===== src/rtl/psa_ctrl_pkg.sv =====
`default_nettype none
// ============================================================================
// Module   : psa_ctrl_pkg
// Purpose  : Shared constants, types and helpers for the PSA share controller.
//            - Lane geometry (4 lanes x 4 bits).
//            - Saturation constants.
//            - Requester IDs.
//            - Response-buffer state encoding.
//            - Lane overflow helper.
// Revision : 1.0 - initial release
// ============================================================================
package psa_ctrl_pkg;

  localparam int LANES  = 4;
  localparam int LANE_W = 4;
  localparam int DATA_W = LANES * LANE_W;

  localparam logic [LANE_W-1:0] LANE_POS_MAX = 4'h7;
  localparam logic [LANE_W-1:0] LANE_NEG_MIN = 4'h8;

  localparam logic REQ_ID_0 = 1'b0;
  localparam logic REQ_ID_1 = 1'b1;

  // The response buffer has only two states, so EMPTY/FULL is exactly rsp_valid.
  typedef enum logic [0:0] {
    ST_EMPTY = 1'b0,
    ST_FULL  = 1'b1
  } rsp_state_t;

  // Signed overflow: both operands have the same sign and the sum's sign differs.
  function automatic logic lane_ovf(input logic a_msb, input logic b_msb,
                                    input logic s_msb);
    return (a_msb == b_msb) && (s_msb != a_msb);
  endfunction

endpackage
`default_nettype wire


===== src/rtl/PSA_16bit.sv =====
`default_nettype none
// ============================================================================
// Module   : PSA_16bit
// Purpose  : 16-bit parallel sub-word adder.
//            - Four independent 4-bit signed lanes with wrap-around sums.
//            - Error is the OR of the per-lane signed overflow flags.
// Ports    : A, B  - 16-bit operands
//            Sum   - per-lane wrapped sum
//            Error - set when any lane overflowed
// Revision : 1.0 - initial release
// ============================================================================
module PSA_16bit (
  input  logic [15:0] A,
  input  logic [15:0] B,
  output logic [15:0] Sum,
  output logic        Error
);

  logic [3:0] w_lane_err;

  genvar gi;
  generate
    for (gi = 0; gi < 4; gi++) begin : g_lane
      logic [3:0] w_s;
      assign w_s = A[gi*4 +: 4] + B[gi*4 +: 4];
      assign Sum[gi*4 +: 4] = w_s;
      assign w_lane_err[gi] = (A[gi*4+3] == B[gi*4+3]) && (w_s[3] != A[gi*4+3]);
    end
  endgenerate

  assign Error = |w_lane_err;

endmodule
`default_nettype wire


===== src/rtl/psa_rr_arb2.sv =====
`default_nettype none
// ============================================================================
// Module   : psa_rr_arb2
// Purpose  : Two-way round-robin arbiter.
//            - A lone valid requester is granted.
//            - On a tie, the requester other than the last-granted one wins.
//            - No grant is issued while i_en is low.
// Ports    : clk, rst   - clock, synchronous active-high reset
//            i_valid[1:0] - request valids
//            i_en       - downstream can accept this cycle
//            o_grant[1:0] - one-hot (or zero) grant
// Revision : 1.0 - initial release
// ============================================================================
module psa_rr_arb2
  import psa_ctrl_pkg::*;
(
  input  logic       clk,
  input  logic       rst,
  input  logic [1:0] i_valid,
  input  logic       i_en,
  output logic [1:0] o_grant
);

  // Last-granted requester; resetting to REQ_ID_1 lets req0 win the first tie.
  logic       r_last;
  logic [1:0] w_grant;

  always_comb begin
    w_grant = 2'b00;
    if (i_en) begin
      case (i_valid)
        2'b01:   w_grant = 2'b01;
        2'b10:   w_grant = 2'b10;
        2'b11:   w_grant = (r_last == REQ_ID_1) ? 2'b01 : 2'b10;
        default: w_grant = 2'b00;
      endcase
    end
  end

  always_ff @(posedge clk) begin
    if (rst) begin
      r_last <= REQ_ID_1;
    end else if (|w_grant) begin
      r_last <= w_grant[1] ? REQ_ID_1 : REQ_ID_0;
    end
  end

  assign o_grant = w_grant;

endmodule
`default_nettype wire


===== src/rtl/psa_share_ctrl.sv =====
`default_nettype none
// ============================================================================
// Module   : psa_share_ctrl
// Purpose  : Time-shares one PSA_16bit between two requesters.
//            - Round-robin arbitration between the requesters.
//            - One-entry registered response buffer with valid/ready.
//            - Saturating counter of overflowing operations.
// Config   : `define PSA_SAT_EN clamps overflowing lanes in rsp_sum to
//            0x7 (non-negative operands) or 0x8 (negative operands).
// Ports    : clk, rst                    - clock, synchronous active-high reset
//            reqN_valid/a/b, reqN_ready  - requester N operand handshake
//            rsp_valid/rsp_ready         - response handshake
//            rsp_id                      - owning requester of the result
//            rsp_sum, rsp_ovf, rsp_err   - lane sums, lane overflow, OR of ovf
//            err_cnt                     - saturating count of overflowing ops
// Revision : 1.0 - initial release
// ============================================================================
module psa_share_ctrl
  import psa_ctrl_pkg::*;
#(
  parameter int ERR_CNT_W = 8
) (
  input  logic                 clk,
  input  logic                 rst,
  input  logic                 req0_valid,
  input  logic [15:0]          req0_a,
  input  logic [15:0]          req0_b,
  output logic                 req0_ready,
  input  logic                 req1_valid,
  input  logic [15:0]          req1_a,
  input  logic [15:0]          req1_b,
  output logic                 req1_ready,
  output logic                 rsp_valid,
  input  logic                 rsp_ready,
  output logic                 rsp_id,
  output logic [15:0]          rsp_sum,
  output logic [3:0]           rsp_ovf,
  output logic                 rsp_err,
  output logic [ERR_CNT_W-1:0] err_cnt
);

  localparam logic [ERR_CNT_W-1:0] c_ERR_MAX = '1;
  localparam logic [ERR_CNT_W-1:0] c_ERR_ONE = {{(ERR_CNT_W-1){1'b0}}, 1'b1};

  rsp_state_t          r_state;
  rsp_state_t          w_state_nxt;

  logic                w_can_accept;
  logic [1:0]          w_grant;
  logic                w_take;
  logic                w_sel;
  logic [DATA_W-1:0]   w_a;
  logic [DATA_W-1:0]   w_b;
  logic [DATA_W-1:0]   w_psa_sum;
  logic                w_psa_err;
  logic [LANES-1:0]    w_ovf;
  logic [DATA_W-1:0]   w_sum_d;

  logic                r_id;
  logic [DATA_W-1:0]   r_sum;
  logic [LANES-1:0]    r_ovf;
  logic                r_err;
  logic [ERR_CNT_W-1:0] r_err_cnt;

  // A full buffer being drained this cycle can be refilled in the same cycle.
  assign w_can_accept = (r_state == ST_EMPTY) || rsp_ready;

  psa_rr_arb2 u_arb (
    .clk     (clk),
    .rst     (rst),
    .i_valid ({req1_valid, req0_valid}),
    .i_en    (w_can_accept),
    .o_grant (w_grant)
  );

  assign req0_ready = w_grant[0];
  assign req1_ready = w_grant[1];
  assign w_take     = |w_grant;
  assign w_sel      = w_grant[1];

  assign w_a = w_sel ? req1_a : req0_a;
  assign w_b = w_sel ? req1_b : req0_b;

  PSA_16bit u_psa (
    .A     (w_a),
    .B     (w_b),
    .Sum   (w_psa_sum),
    .Error (w_psa_err)
  );

  genvar gi;
  generate
    for (gi = 0; gi < LANES; gi++) begin : g_lane
      assign w_ovf[gi] = lane_ovf(w_a[gi*LANE_W + LANE_W-1],
                                  w_b[gi*LANE_W + LANE_W-1],
                                  w_psa_sum[gi*LANE_W + LANE_W-1]);
`ifdef PSA_SAT_EN
      // On overflow both operands share a sign, so A's MSB picks the clamp.
      assign w_sum_d[gi*LANE_W +: LANE_W] =
          !w_ovf[gi]                    ? w_psa_sum[gi*LANE_W +: LANE_W] :
          w_a[gi*LANE_W + LANE_W-1]     ? LANE_NEG_MIN : LANE_POS_MAX;
`else
      assign w_sum_d[gi*LANE_W +: LANE_W] = w_psa_sum[gi*LANE_W +: LANE_W];
`endif
    end
  endgenerate

  // Response buffer state.
  always_ff @(posedge clk) begin
    if (rst) begin
      r_state <= ST_EMPTY;
    end else begin
      r_state <= w_state_nxt;
    end
  end

  always_comb begin
    w_state_nxt = r_state;
    case (r_state)
      ST_EMPTY: begin
        if (w_take) begin
          w_state_nxt = ST_FULL;
        end
      end
      ST_FULL: begin
        if (w_take) begin
          w_state_nxt = ST_FULL;
        end else if (rsp_ready) begin
          w_state_nxt = ST_EMPTY;
        end
      end
      default: w_state_nxt = ST_EMPTY;
    endcase
  end

  // Result payload only changes on a transfer, so it holds under backpressure.
  always_ff @(posedge clk) begin
    if (rst) begin
      r_id  <= REQ_ID_0;
      r_sum <= '0;
      r_ovf <= '0;
      r_err <= 1'b0;
    end else if (w_take) begin
      r_id  <= w_sel ? REQ_ID_1 : REQ_ID_0;
      r_sum <= w_sum_d;
      r_ovf <= w_ovf;
      r_err <= w_psa_err;
    end
  end

  always_ff @(posedge clk) begin
    if (rst) begin
      r_err_cnt <= '0;
    end else if (w_take && w_psa_err && (r_err_cnt != c_ERR_MAX)) begin
      r_err_cnt <= r_err_cnt + c_ERR_ONE;
    end
  end

  assign rsp_valid = (r_state == ST_FULL);
  assign rsp_id    = r_id;
  assign rsp_sum   = r_sum;
  assign rsp_ovf   = r_ovf;
  assign rsp_err   = r_err;
  assign err_cnt   = r_err_cnt;

endmodule
`default_nettype wire


===== config.mk =====
export PLATFORM = sky130hd
export DESIGN_NAME = psa_share_ctrl
export DESIGN_NICKNAME = d
export VERILOG_FILES = /design/src/rtl/psa_ctrl_pkg.sv /design/src/rtl/PSA_16bit.sv /design/src/rtl/psa_rr_arb2.sv /design/src/rtl/psa_share_ctrl.sv
export SDC_FILE = /design/constraint.sdc
export NUM_CORES = 1
export LEC_CHECK = 0
export CELL_PAD_IN_SITES_DETAIL_PLACEMENT = 1
export CELL_PAD_IN_SITES_GLOBAL_PLACEMENT = 1
export CORE_MARGIN = 3
export CORE_UTILIZATION = 29
export CTS_CLUSTER_DIAMETER = 60
export CTS_CLUSTER_SIZE = 16
export DETAILED_ROUTE_END_ITERATION = 8
export HOLD_SLACK_MARGIN = 0.05
export PLACE_DENSITY = 0.83
export SLEW_MARGIN = 40
export SYNTH_ARGS = -nofsm -noshare
export SYNTH_HDL_FRONTEND = slang
export SYNTH_HIERARCHICAL = 1
export SYNTH_SLANG_ARGS = --single-unit

===== constraint.sdc =====
create_clock -name clk -period 7.9 [get_ports clk]
set_input_delay 1.58 -clock clk [delete_from_list [all_inputs] [get_ports clk]]
set_output_delay 1.58 -clock clk [all_outputs]
set_load 0.05 [all_outputs]

==> metrics.md, run 1 <==
| Metric | Value |
|---|---|
| Worst setup EP type | primary output |
| Clk slew on worst S/H paths | 60 ps |
| CP most frequent cell | clkdlybuf4s50_1 |
| Initial DRC Count | 65 |
| Routed Antenna Nets | 0 |
| Global Route Usage Sum | 16.2% |
| Post-Synth Simple-Gate Area | 15.8% |
| WL final | 7000 um |
| Largest net degree at the start of global routing | 36 |
| Slew at the pin closest to its max-slew limit | 641 ps |
| CP cell instances | clkdlybuf4s50_1, nand2b_1, nand2_1, a21oi_1, clkdlybuf4s50_1 |
| Placeable Area | 0.00741 mm^2 |
| Setup violators final | 0 |
| Grt ovf | 0 |
| Global-route wire length before repair | 11,400 um |
| Ys async rst share | 0% |
| Crit path launch type | primary input |
| CTS tree | built |
| # Post-CTS Setup Buffers | 0 |
| Clock Tree Root | clkbuf_8 |
| Crit-path max FO | 7 |
| Ys Warns | 6 |
| Worst Hold Class | flop to flop |
| Total die area | 0.00892 mm^2 |
| Terminus of the critical flop-to-flop path | err_cnt[0]$_SDFFE_PP0P_ |
| Clk_lat worst skew | 280 ps |
| H-tree levels | 2 |
| Crit path time final | 5290 ps |
| VDD IR max | 92.4 uV |
| Crit Reg-Reg Startpoint | rsp_valid$_SDFF_PP0_ |
| Nets | 447 |
| Syn Inst Count | 261 |
| Area Overhead vs Synth | 52.9% |
| Critical path depth | 5 |
| CP max-delay cell | clkdlybuf4s50_1 |
| Status | complete, no violations |
| Share of layout cells above drive strength 1 | 13.9% |
| Yosys cell types | 45 |
| Via-to-Cell Ratio | 4.79 |
| Synth Area in Adders | 10.7% |
| Max cap viols | 0 |
| CTS buffer count | 5 |
| Residual DRC | 0 |
| Most frequent cells in the layout | clkdlybuf4s50_1 (101), nand2_1 (36), dfxtp_1 (32) |
| Tcrit/Tclk final | 66.9% |
| Worst Path Required | 6320 ps |
| Initial core utilization | 30.6% |
| Primary FF master, synth | dfxtp_1 |
| Crit path arrival time | 3710 ps |
| Final Hold Viols | 0 |
| Post-synthesis xor/xnor area fraction | 4.63% |
| Antenna diode count | 0 |
| Row count | 31 |
| Routed via count | 2,205 |
| Yosys reg bits | 32 |
| RePlAce Congestion | 0.779 |
| Max Fclk | 189 MHz |
| Horiz. Die Dim | 94.4 um |
| Post-Syn Area | 0.00227 mm^2 |
| Register area share after synthesis | 28.2% |
| Post-DP HPWL | 5550 um |
| CP top delay family | buffers and inverters |
| Worst Skew | 4.92 ps |
| IO Pins | 102 |
| Slowest stage delay, CP | 930 ps |
| Syn_area_per_cell | 8.69 um^2 |
| Largest family of logic cells by synthesized area | multiplexers |
| DRT Pass-1 Iters | 4 |
| Fin. max-slew vios | 0 |
| Fin util | 46.8% |
| WP buf/inv | 2 |
| Leak Pwr | 1.39 nW |
| Vias in the first global route | 2,351 |
| CP Capture Point | req0_ready |
| Setup tns final | 0 ps |
| Crit path kind | primary input to primary output |
| Pwr per Cell Area | 177 mW/mm^2 |
| RSZ-0062 raised after global routing | false |
| Commonest non-fill, non-tap cell in the layout | clkdlybuf4s50_1 |
| Post_cts resized | 0 |
| Synth Area in Compound Gates | 16.3% |
| Proportion of synthesized area in mux cells | 17.7% |
| Final Instance Area | 0.00347 mm^2 |
| Slew HR | 57.3% |
| Placed cell area | 0.00337 mm^2 |
| Drt wl/cell | 15.2 um |
| Hold_buf cts | 0 |
| Net count after synthesis | 347 |
| R2R cell count | 14 |
| Post-synth EDFFs | 0 |
| Initial antenna violation count | 0 |
| CP startpoint | rsp_ready |
| Worst R2R Setup Slack | 4230 ps |
| Clock Path Buffers | 2 |
| I/O Buffers | 101 |
| Die Y | 94.4 um |
| CTS Sinks | 32 |
sequential cells by signal (all words and copies together), names as in the netlist:
register	cells
err_cnt	8
rsp_err	1
rsp_id	1
rsp_ovf	4
rsp_sum	16
rsp_valid	1
u_arb/r_last	1
where the power goes:
group / internal (mW) / leakage, nW / switching, mW / total (mW)
logic: 0.131 / 1.09 / 0.173 / 0.303
registers: 0.181 / 0.263 / 0.0120 / 0.193
clock network: 0.0598 / 0.0410 / 0.0585 / 0.118
metrics by stage:
step / worst slack, ps / power (mW) / cells / hold slack (ps)
floorplan: 2320 / 0.395 / 261 / 504
global placement: 2250 / 0.491 / 452 / 438
detailed placement: 2090 / 0.499 / 452 / 443
CTS: 2380 / 0.622 / 459 / 452
global route: 2440 / 0.660 / 460 / 478
finish: 2610 / 0.615 / 460 / 448
worst min path at each step:
stage,from,end,slack [ps],depth (start not counted)
2_1_floorplan,u_arb/r_last$_SDFFE_PP1P_,u_arb/r_last$_SDFFE_PP1P_,500,2
3_3_place_gp,rsp_sum[15]$_SDFFE_PP0P_,rsp_sum[15]$_SDFFE_PP0P_,440,2
3_5_place_dp,rsp_sum[6]$_SDFFE_PP0P_,rsp_sum[6]$_SDFFE_PP0P_,440,2
4_1_cts,rsp_sum[6]$_SDFFE_PP0P_,rsp_sum[6]$_SDFFE_PP0P_,450,2
5_1_grt,rsp_sum[7]$_SDFFE_PP0P_,rsp_sum[7]$_SDFFE_PP0P_,480,2
6_report,rsp_sum[6]$_SDFFE_PP0P_,rsp_sum[6]$_SDFFE_PP0P_,450,2
kinds of logic (layout without fill, tap and decap cells):
| family | Yosys count | count (layout) |
|---|---|---|
| and+or+nand+nor | 76 | 76 |
| AOI/OAI and AO/OA | 53 | 53 |
| adders and majority gates | 17 | 17 |
| muxes | 35 | 35 |
| xor gates and xnor gates | 12 | 12 |
| buffers and inverters | 36 | 136 |
| DFF | 32 | 32 |
worst min-delay path: stages, from the launching register on:
cell,delay (ps)
dfxtp_1,310
nand2_1,50
a21oi_1,50
area by class of cell:
type,instances,area [um^2]
Sequential cell,32,641
Multi-Input combinational cell,193,1490
Clock buffer,6,72.6
Fill cell,860,3940
Tap cell,99,124
Clock inverter,1,5.00
Inverter,25,93.8
Timing Repair Buffer,104,1040
per-layer routing:
metal	part of all wire, %	GRT usage, %	routed length, um
met1	40	18.0	2800
met2	53	30.4	3710
met3	6.3	4.46	439
met4	0.66	3.61	46
met5	0	0	0
synthesized netlist by cell type, drive strengths merged (2+ instances only):
cell type / count / share of area (%)
mux2i: 4 / 1.8
a21oi: 30 / 7.4
dfxtp: 32 / 28
a211oi: 2 / 0.66
nand2b: 3 / 0.83
xnor2: 8 / 3.1
nand2: 36 / 6.0
a21o: 4 / 1.3
o21a: 2 / 0.66
xor2: 4 / 1.5
nor3: 4 / 1.1
clkbuf: 3 / 0.50
mux2: 31 / 16
or3: 5 / 1.4
fa: 4 / 3.5
inv: 25 / 4.1
nor2b: 2 / 0.55
and3: 4 / 1.1
nor2: 10 / 1.8
ha: 13 / 7.2
nand3: 6 / 1.3
a311oi: 7 / 3.3
or2: 2 / 0.55
buf: 8 / 2.1
Note: power is estimated with default switching activity, not from simulation.
==> inputs of run 2 (changes only) <==
--- a/config.mk
+++ b/config.mk
@@ -8,12 +8,12 @@
 export CELL_PAD_IN_SITES_DETAIL_PLACEMENT = 1
 export CELL_PAD_IN_SITES_GLOBAL_PLACEMENT = 1
 export CORE_MARGIN = 3
-export CORE_UTILIZATION = 29
+export CORE_UTILIZATION = 27
 export CTS_CLUSTER_DIAMETER = 60
 export CTS_CLUSTER_SIZE = 16
 export DETAILED_ROUTE_END_ITERATION = 8
 export HOLD_SLACK_MARGIN = 0.05
-export PLACE_DENSITY = 0.83
+export PLACE_DENSITY = 0.82
 export SLEW_MARGIN = 40
 export SYNTH_ARGS = -nofsm -noshare
 export SYNTH_HDL_FRONTEND = slang
==> constraint.sdc (replaced) <==
create_clock -name clk -period 4.59 [get_ports clk]
set_input_delay 0.918 -clock clk [delete_from_list [all_inputs] [get_ports clk]]
set_output_delay 0.918 -clock clk [all_outputs]
set_load 0.05 [all_outputs]
==> run 2 against run 1 <==
Sequential power is 72% higher. Via count grew 0.18%. Register-to-register slack got worse by 3000 ps. Critical path depth up 10. Largest cell class unchanged. Highest routed layer unchanged.
==> metrics.md, run 2 (same netlist as run 1, synthesis figures left out) <==
| Metric | Value |
|---|---|
| Status | complete, no violations |
| P_sw | 424 uW (+74%) |
| Vias in the first global route | 2,486 (+5.7%) |
| Clk slew on worst S/H paths | 70 ps (about the same) |
| Total die area | 0.00954 mm^2 (+6.9%) |
| Fin util | 44.2% (-2.6 points) |
| Clk_lat worst skew | 280 ps (about the same) |
| Max FFs per register | 16 (unchanged) |
| Crit Reg-Reg Startpoint | rsp_valid$_SDFF_PP0_ |
| Setup violators final | 0 (unchanged) |
| Worst Hold Path EP | rsp_sum[1]$_SDFFE_PP0P_ |
| Terminus of the critical flop-to-flop path | err_cnt[0]$_SDFFE_PP0P_ |
| CTS Sinks | 32 (unchanged) |
| Crit path time final | 4180 ps |
| Sw Share | 38.7% (-0.85 points) |
| Worst Path Required | 4770 ps (-1550 ps) |
| Pwr per Cell Area | 313 mW/mm^2 (+76%) |
| Slew at the pin closest to its max-slew limit | 546 ps (-94.6 ps) |
| Share of layout cells above drive strength 1 | 14.4% (+0.51 points) |
| Slew HR | 63.5% (+6.2 points) |
| Logic pwr share | 47.8% (-1.5 points) |
| DRT Pass-1 Iters | 2 (-2) |
| VDD IR max | 162 uV (+76%) |
| Initial antenna violation count | 0 (unchanged) |
| Drt wl/cell | 15.3 um (+0.38%) |
| Fin. max-slew vios | 0 (unchanged) |
| Tcrit/Tclk final | 91.0% |
| # Post-CTS Setup Buffers | 0 (unchanged) |
| Worst Hold Class | flop to flop |
| Worst hold start | rsp_sum[1]$_SDFFE_PP0P_ |
| Worst Skew | 3.14 ps (-1.78 ps) |
| CTS tree | built |
| Hold depth | 2 (unchanged) |
| Area Overhead vs Synth | 54.4% |
| Crit-path max FO | 32 (+25) |
| R2R cell count | 14 (unchanged) |
| Non-filler cells, final | 464 (+0.87%) |
| Row count | 32 (+3.2%) |
| H-tree levels | 2 (unchanged) |
| Clock Path Buffers | 2 (unchanged) |
| Grt ovf | 0 (unchanged) |
| Residual DRC | 0 (unchanged) |
| Most frequent cells in the layout | clkdlybuf4s50_1 (101), nand2_1 (36), dfxtp_1 (32) |
| Via-to-Cell Ratio | 4.76 (-0.68%) |
| Commonest non-fill, non-tap cell in the layout | clkdlybuf4s50_1 |
| I/O Buffers | 101 (unchanged) |
| Initial core utilization | 28.6% (-2.0 points) |
| Horiz. Die Dim | 97.7 um (+3.4%) |
| Setup tns final | 0 ps (unchanged) |
| Nets | 448 (+0.22%) |
| Worst R2R Setup Slack | 1210 ps (-3020 ps) |
| Worst setup EP type | flop |
| Leak Pwr | 1.41 nW (+1.1%) |
| Die Y | 97.7 um (+3.4%) |
| Crit path kind | primary input to flop |
| CTS buffer count | 5 (unchanged) |
| Antenna diode count | 0 (unchanged) |
| RePlAce Congestion | 0.791 (+1.6%) |
| Global-route wire length before repair | 11,900 um (+4.2%) |
| Initial DRC Count | 81 (+25%) |
| Int Power | 672 uW (+81%) |
| Routed Antenna Nets | 0 (unchanged) |
| Hold_buf cts | 0 (unchanged) |
| Placed Cells | 457 (+1.1%) |
| Crit path launch type | primary input |
| CP startpoint | rsp_ready |
| Placeable Area | 0.00793 mm^2 (+7.0%) |
| RSZ-0062 raised after global routing | false |
| WL final | 7080 um (+1.3%) |
| Post-DP HPWL | 5740 um (+3.4%) |
| Final Hold Viols | 0 (unchanged) |
| Clock Tree Root | clkbuf_8 |
| Flop pwr share | 30.3% (-1.2 points) |
| Crit path arrival time | 4350 ps (+640 ps) |
| Global Route Usage Sum | 15.3% (-0.85 points) |
| Routed via count | 2,209 (+0.18%) |
| IO Pins | 102 (unchanged) |
| Max Fclk | 239 MHz |
| Post_cts resized | 0 (unchanged) |
| Clk pwr share | 21.9% (+2.7 points) |
| Max cap viols | 0 (unchanged) |
| Largest net degree at the start of global routing | 33 (-8.3%) |
-- run 2: cell types whose count changed in the layout (fill, tap and decap cells not counted) --
cell and change:
clkbuf_8 +2, buf_12 +1, buf_4 +1, buf_8 -1, clkbuf_1 -1, clkinv_2 -1
-- run 2: power by group through the flow --
stage                     registers [mW]  clock network (mW)  logic, mW
after floorplan                    0.452                   0      0.228
after global placement             0.337                   0      0.514
after detailed placement           0.339                   0      0.528
after CTS                          0.333               0.250      0.531
after global routing               0.338               0.261      0.570
final                              0.332               0.240      0.524
-- run 2: how the worst max path moves through the flow --
stage               slack [ps]                      end  cells past startpoint
floorplan                   50  err_cnt[0]$_SDFFE_PP0P_                     16
global placement           190  err_cnt[0]$_SDFFE_PP0P_                     15
detailed placement          70  err_cnt[0]$_SDFFE_PP0P_                     15
CTS                        390  err_cnt[0]$_SDFFE_PP0P_                     15
global route               140  err_cnt[0]$_SDFFE_PP0P_                     15
finish                     410  err_cnt[0]$_SDFFE_PP0P_                     15
-- run 2: metrics by stage --
| stage | setup slack [ps] | hold slack, ps | total power, mW | area, um^2 |
|---|---|---|---|---|
| CTS | 391 | 460 | 1.11 | 3500 |
| floorplan | 48.3 | 515 | 0.680 | 2270 |
| finish | 414 | 454 | 1.10 | 3500 |
| detailed placement | 71.2 | 447 | 0.867 | 3400 |
| global route | 138 | 476 | 1.17 | 3500 |
| global placement | 188 | 440 | 0.851 | 3400 |
-- run 2: layout make-up --
| type | instances | area (um^2) |
|---|---|---|
| fillers | 926 | 4420 |
| repair buffers | 105 | 1050 |
| clock buffers | 7 | 96.3 |
| multi-input cells | 193 | 1490 |
| inverters | 25 | 93.8 |
| well taps | 102 | 128 |
| flip-flops and latches | 32 | 641 |
-- run 2: routing by layer --
layer / global-route usage, % / vias to the layer above / part of all wire (%) / wire length (um)
li1: - / 1108 / - / -
met1: 17.3 / 1040 / 42 / 2940
met2: 28.3 / 54 / 52 / 3690
met3: 4.09 / 7 / 5.3 / 372
met4: 3.94 / 0 / 1.1 / 80
met5: 0 / - / 0 / 0
-- run 2: worst max-delay path: stages --
cell and delay, ps:
clkdlybuf4s50_1 440, nand2b_1 160, nand2_1 110, a21oi_4 150, buf_12 220, mux2_2 380, ha_1 300, a21o_1 210
a21oi_4 170, mux2i_1 260, nor3_2 60, nand4_1 110, o21ai_0 190, a21oi_1 300, mux2_2 370
==> inputs of run 3 (changes only) <==
==> constraint.sdc (replaced) <==
create_clock -name clk -period 3.8 [get_ports clk]
set_input_delay 0.76 -clock clk [delete_from_list [all_inputs] [get_ports clk]]
set_output_delay 0.76 -clock clk [all_outputs]
set_load 0.05 [all_outputs]
==> run 3 against run 2 <==
Count of clock-buffer cells in the layout grew 1. Sequential share of layout area shrank 1.6 points. Clock power grew 18%. Critical endpoint is now err_cnt[7]$_SDFFE_PP0P_.
==> metrics.md, run 3 (same netlist as run 1, synthesis figures left out) <==
| Metric | Value |
|---|---|
| VDD IR max | 226 uV (+39%) |
| CTS Sinks | 32 (unchanged) |
| RePlAce Congestion | 0.777 (-1.8%) |
| Setup tns final | 0 ps (unchanged) |
| Routed via count | 2,387 (+8.1%) |
| CP max-delay cell | clkdlybuf4s50_1 |
| Hold_buf cts | 0 (unchanged) |
| Most frequent cells in the layout | clkdlybuf4s50_1 (97), nand2_1 (35), dfxtp_1 (32) |
| Int Power | 853 uW (+27%) |
| Initial core utilization | 28.6% (unchanged) |
| Slew HR | 46.8% (-17 points) |
| I/O Buffers | 101 (unchanged) |
| CP cell instances | clkdlybuf4s50_1, a21oi_4, clkbuf_16, buf_4, mux2_4, ha_1, a21o_1, a21oi_2, nor3_2, nor3_2, nand4_1, o2111a_2, and2_4, a311oi_2 |
| Share of layout cells above drive strength 1 | 23.7% (+9.3 points) |
| Logic pwr share | 51.1% (+3.3 points) |
| DRT Pass-1 Iters | 4 (+2) |
| Worst setup EP type | flop |
| Multi-input gate area | 0.00161 mm^2 (+8.1%) |
| Max cap viols | 0 (unchanged) |
| Grt ovf | 0 (unchanged) |
| Setup violators final | 0 (unchanged) |
| M2 GR Usage | 29.7% (+1.4 points) |
| Clk_lat worst skew | 290 ps (about the same) |
| CP most frequent cell | nor3_2 |
| Filler cell count | 910 (-1.7%) |
| Global-route wire length before repair | 12,600 um (+5.6%) |
| Flop pwr share | 28.8% (-1.5 points) |
| Max Fclk | 269 MHz |
| Reg area | 641 um^2 (unchanged) |
| IO Pins | 102 (unchanged) |
| Total die area | 0.00954 mm^2 (unchanged) |
| Crit-path max FO | 4 (-88%) |
| Initial DRC Count | 67 (-17%) |
| Sw Share | 39.4% (+0.71 points) |
| Worst Path Required | 4000 ps (-770 ps) |
| Clock Path Buffers | 2 (unchanged) |
| Via-to-Cell Ratio | 4.91 (+3.2%) |
| Clk pwr share | 20.1% (-1.8 points) |
| Routed Antenna Nets | 0 (unchanged) |
| Area Overhead vs Synth | 68.8% |
| Die Y | 97.7 um (unchanged) |
| Drt wl/cell | 17.2 um (+13%) |
| Placed Cells | 469 (+2.6%) |
| Pwr per Cell Area | 367 mW/mm^2 (+17%) |
| Clk slew on worst S/H paths | 70 ps (about the same) |
| Final Hold Viols | 0 (unchanged) |
| Horiz. Die Dim | 97.7 um (unchanged) |
| Crit path arrival time | 3920 ps (-430 ps) |
| Status | complete, no violations |
| Leak Pwr | 1.58 nW (+12%) |
| Hold depth | 2 (unchanged) |
| Max FFs per register | 16 (unchanged) |
| Crit path kind | primary input to flop |
| Vias in the first global route | 2,571 (+3.4%) |
| Post-DP HPWL | 6050 um (+5.4%) |
| CTS tree | built |
| Tcrit/Tclk final | 98.0% |
| Met1 Use GR | 18.4% (+1.1 points) |
| Fin util | 48.3% (+4.1 points) |
| Antenna diode count | 0 (unchanged) |
| Worst Skew | 6.86 ps (+3.72 ps) |
| Non-filler cells, final | 486 (+4.7%) |
| Largest net degree at the start of global routing | 36 (+9.1%) |
| Worst R2R Setup Slack | 620 ps (-590 ps) |
| CTS buffer count | 5 (unchanged) |
| Fin. max-slew vios | 0 (unchanged) |
| Slowest stage delay, CP | 480 ps (+40 ps) |
| Crit Reg-Reg Startpoint | rsp_valid$_SDFF_PP0_ |
| Row count | 32 (unchanged) |
| Worst Hold Path EP | rsp_sum[3]$_SDFFE_PP0P_ |
| R2R cell count | 15 (+1) |
| Worst Hold Class | flop to flop |
| Terminus of the critical flop-to-flop path | err_cnt[7]$_SDFFE_PP0P_ |
| Worst hold start | rsp_sum[3]$_SDFFE_PP0P_ |
| M3 GR Usage | 3.59% (-0.50 points) |
| Crit path time final | 3720 ps |
| Global Route Usage Sum | 16.1% (+0.83 points) |
| Clock Tree Root | clkbuf_8 |
| Busiest metal layer after global routing | met2 |
| Commonest non-fill, non-tap cell in the layout | clkdlybuf4s50_1 |
| H-tree levels | 2 (unchanged) |
| Initial antenna violation count | 0 (unchanged) |
| Placeable Area | 0.00793 mm^2 (unchanged) |
| Crit path launch type | primary input |
| Nets | 469 (+4.7%) |
| Slew at the pin closest to its max-slew limit | 797 ps (+251 ps) |
| P_sw | 554 uW (+31%) |
| Residual DRC | 0 (unchanged) |
| WL final | 8350 um (+18%) |
run 3: how the worst max path moves through the flow:
stage	startpoint	endpoint	slack, ps	depth (start not counted)
after CTS	rsp_ready	err_cnt[7]$_SDFFE_PP0P_	20	15
final	req0_valid	err_cnt[7]$_SDFFE_PP0P_	80	14
after global placement	rsp_ready	err_cnt[7]$_SDFFE_PP0P_	-90	15
after detailed placement	rsp_ready	err_cnt[7]$_SDFFE_PP0P_	-330	15
after floorplan	rsp_ready	err_cnt[0]$_SDFFE_PP0P_	0.2	15
after global routing	req0_valid	err_cnt[7]$_SDFFE_PP0P_	-70	14
run 3: through the flow:
step                      total power [mW]  instance area [um^2]  setup WS, ps  hold slack [ps]
after global routing                  1.49                  3830         -72.1              477
after detailed placement              1.09                  3560          -333              448
final                                 1.41                  3830          76.8              459
after global placement                1.07                  3560         -85.2              438
after CTS                             1.38                  3650          18.7              459
after floorplan                      0.839                  2350         0.247              537
run 3: worst max-delay path, delay by kind of cell:
| family | cells | cell delay (ps) |
|---|---|---|
| mux | 1 | 310 |
| fa+ha+maj | 1 | 270 |
| buf+inv | 3 | 790 |
| simple gates | 4 | 630 |
| compound gates | 5 | 1140 |
run 3: final cells by class:
type | instances | area share [%]
Clock buffer | 8 | 2.35
Inverter | 25 | 2.45
Multi-Input combinational cell | 193 | 42.1
Sequential cell | 32 | 16.7
Tap cell | 102 | 3.33
Timing Repair Buffer | 126 | 33.1
run 3: per-layer routing:
layer  wire [um]  vias up
li1            -     1146
met1        3500     1148
met2        4340       77
met3         385       16
met4         124        0
met5           0        -
run 3: repair_timing:
action / 4_1_cts / 5_1_grt
gates resized for setup: 1 / 18
pin swaps: 0 / 10
setup buffers: 0 / 7
gates cloned: 0 / 2
endpoints found under the setup margin: 1 / 9
run 3: power by group through the flow:
stage          registers, mW  logic (mW)  clock network (mW)
6_report               0.406       0.718               0.282
3_5_place_dp           0.412       0.680                   0
4_1_cts                0.405       0.684               0.288
5_1_grt                0.411       0.777               0.304
3_3_place_gp           0.408       0.659                   0
2_1_floorplan          0.547       0.292                   0
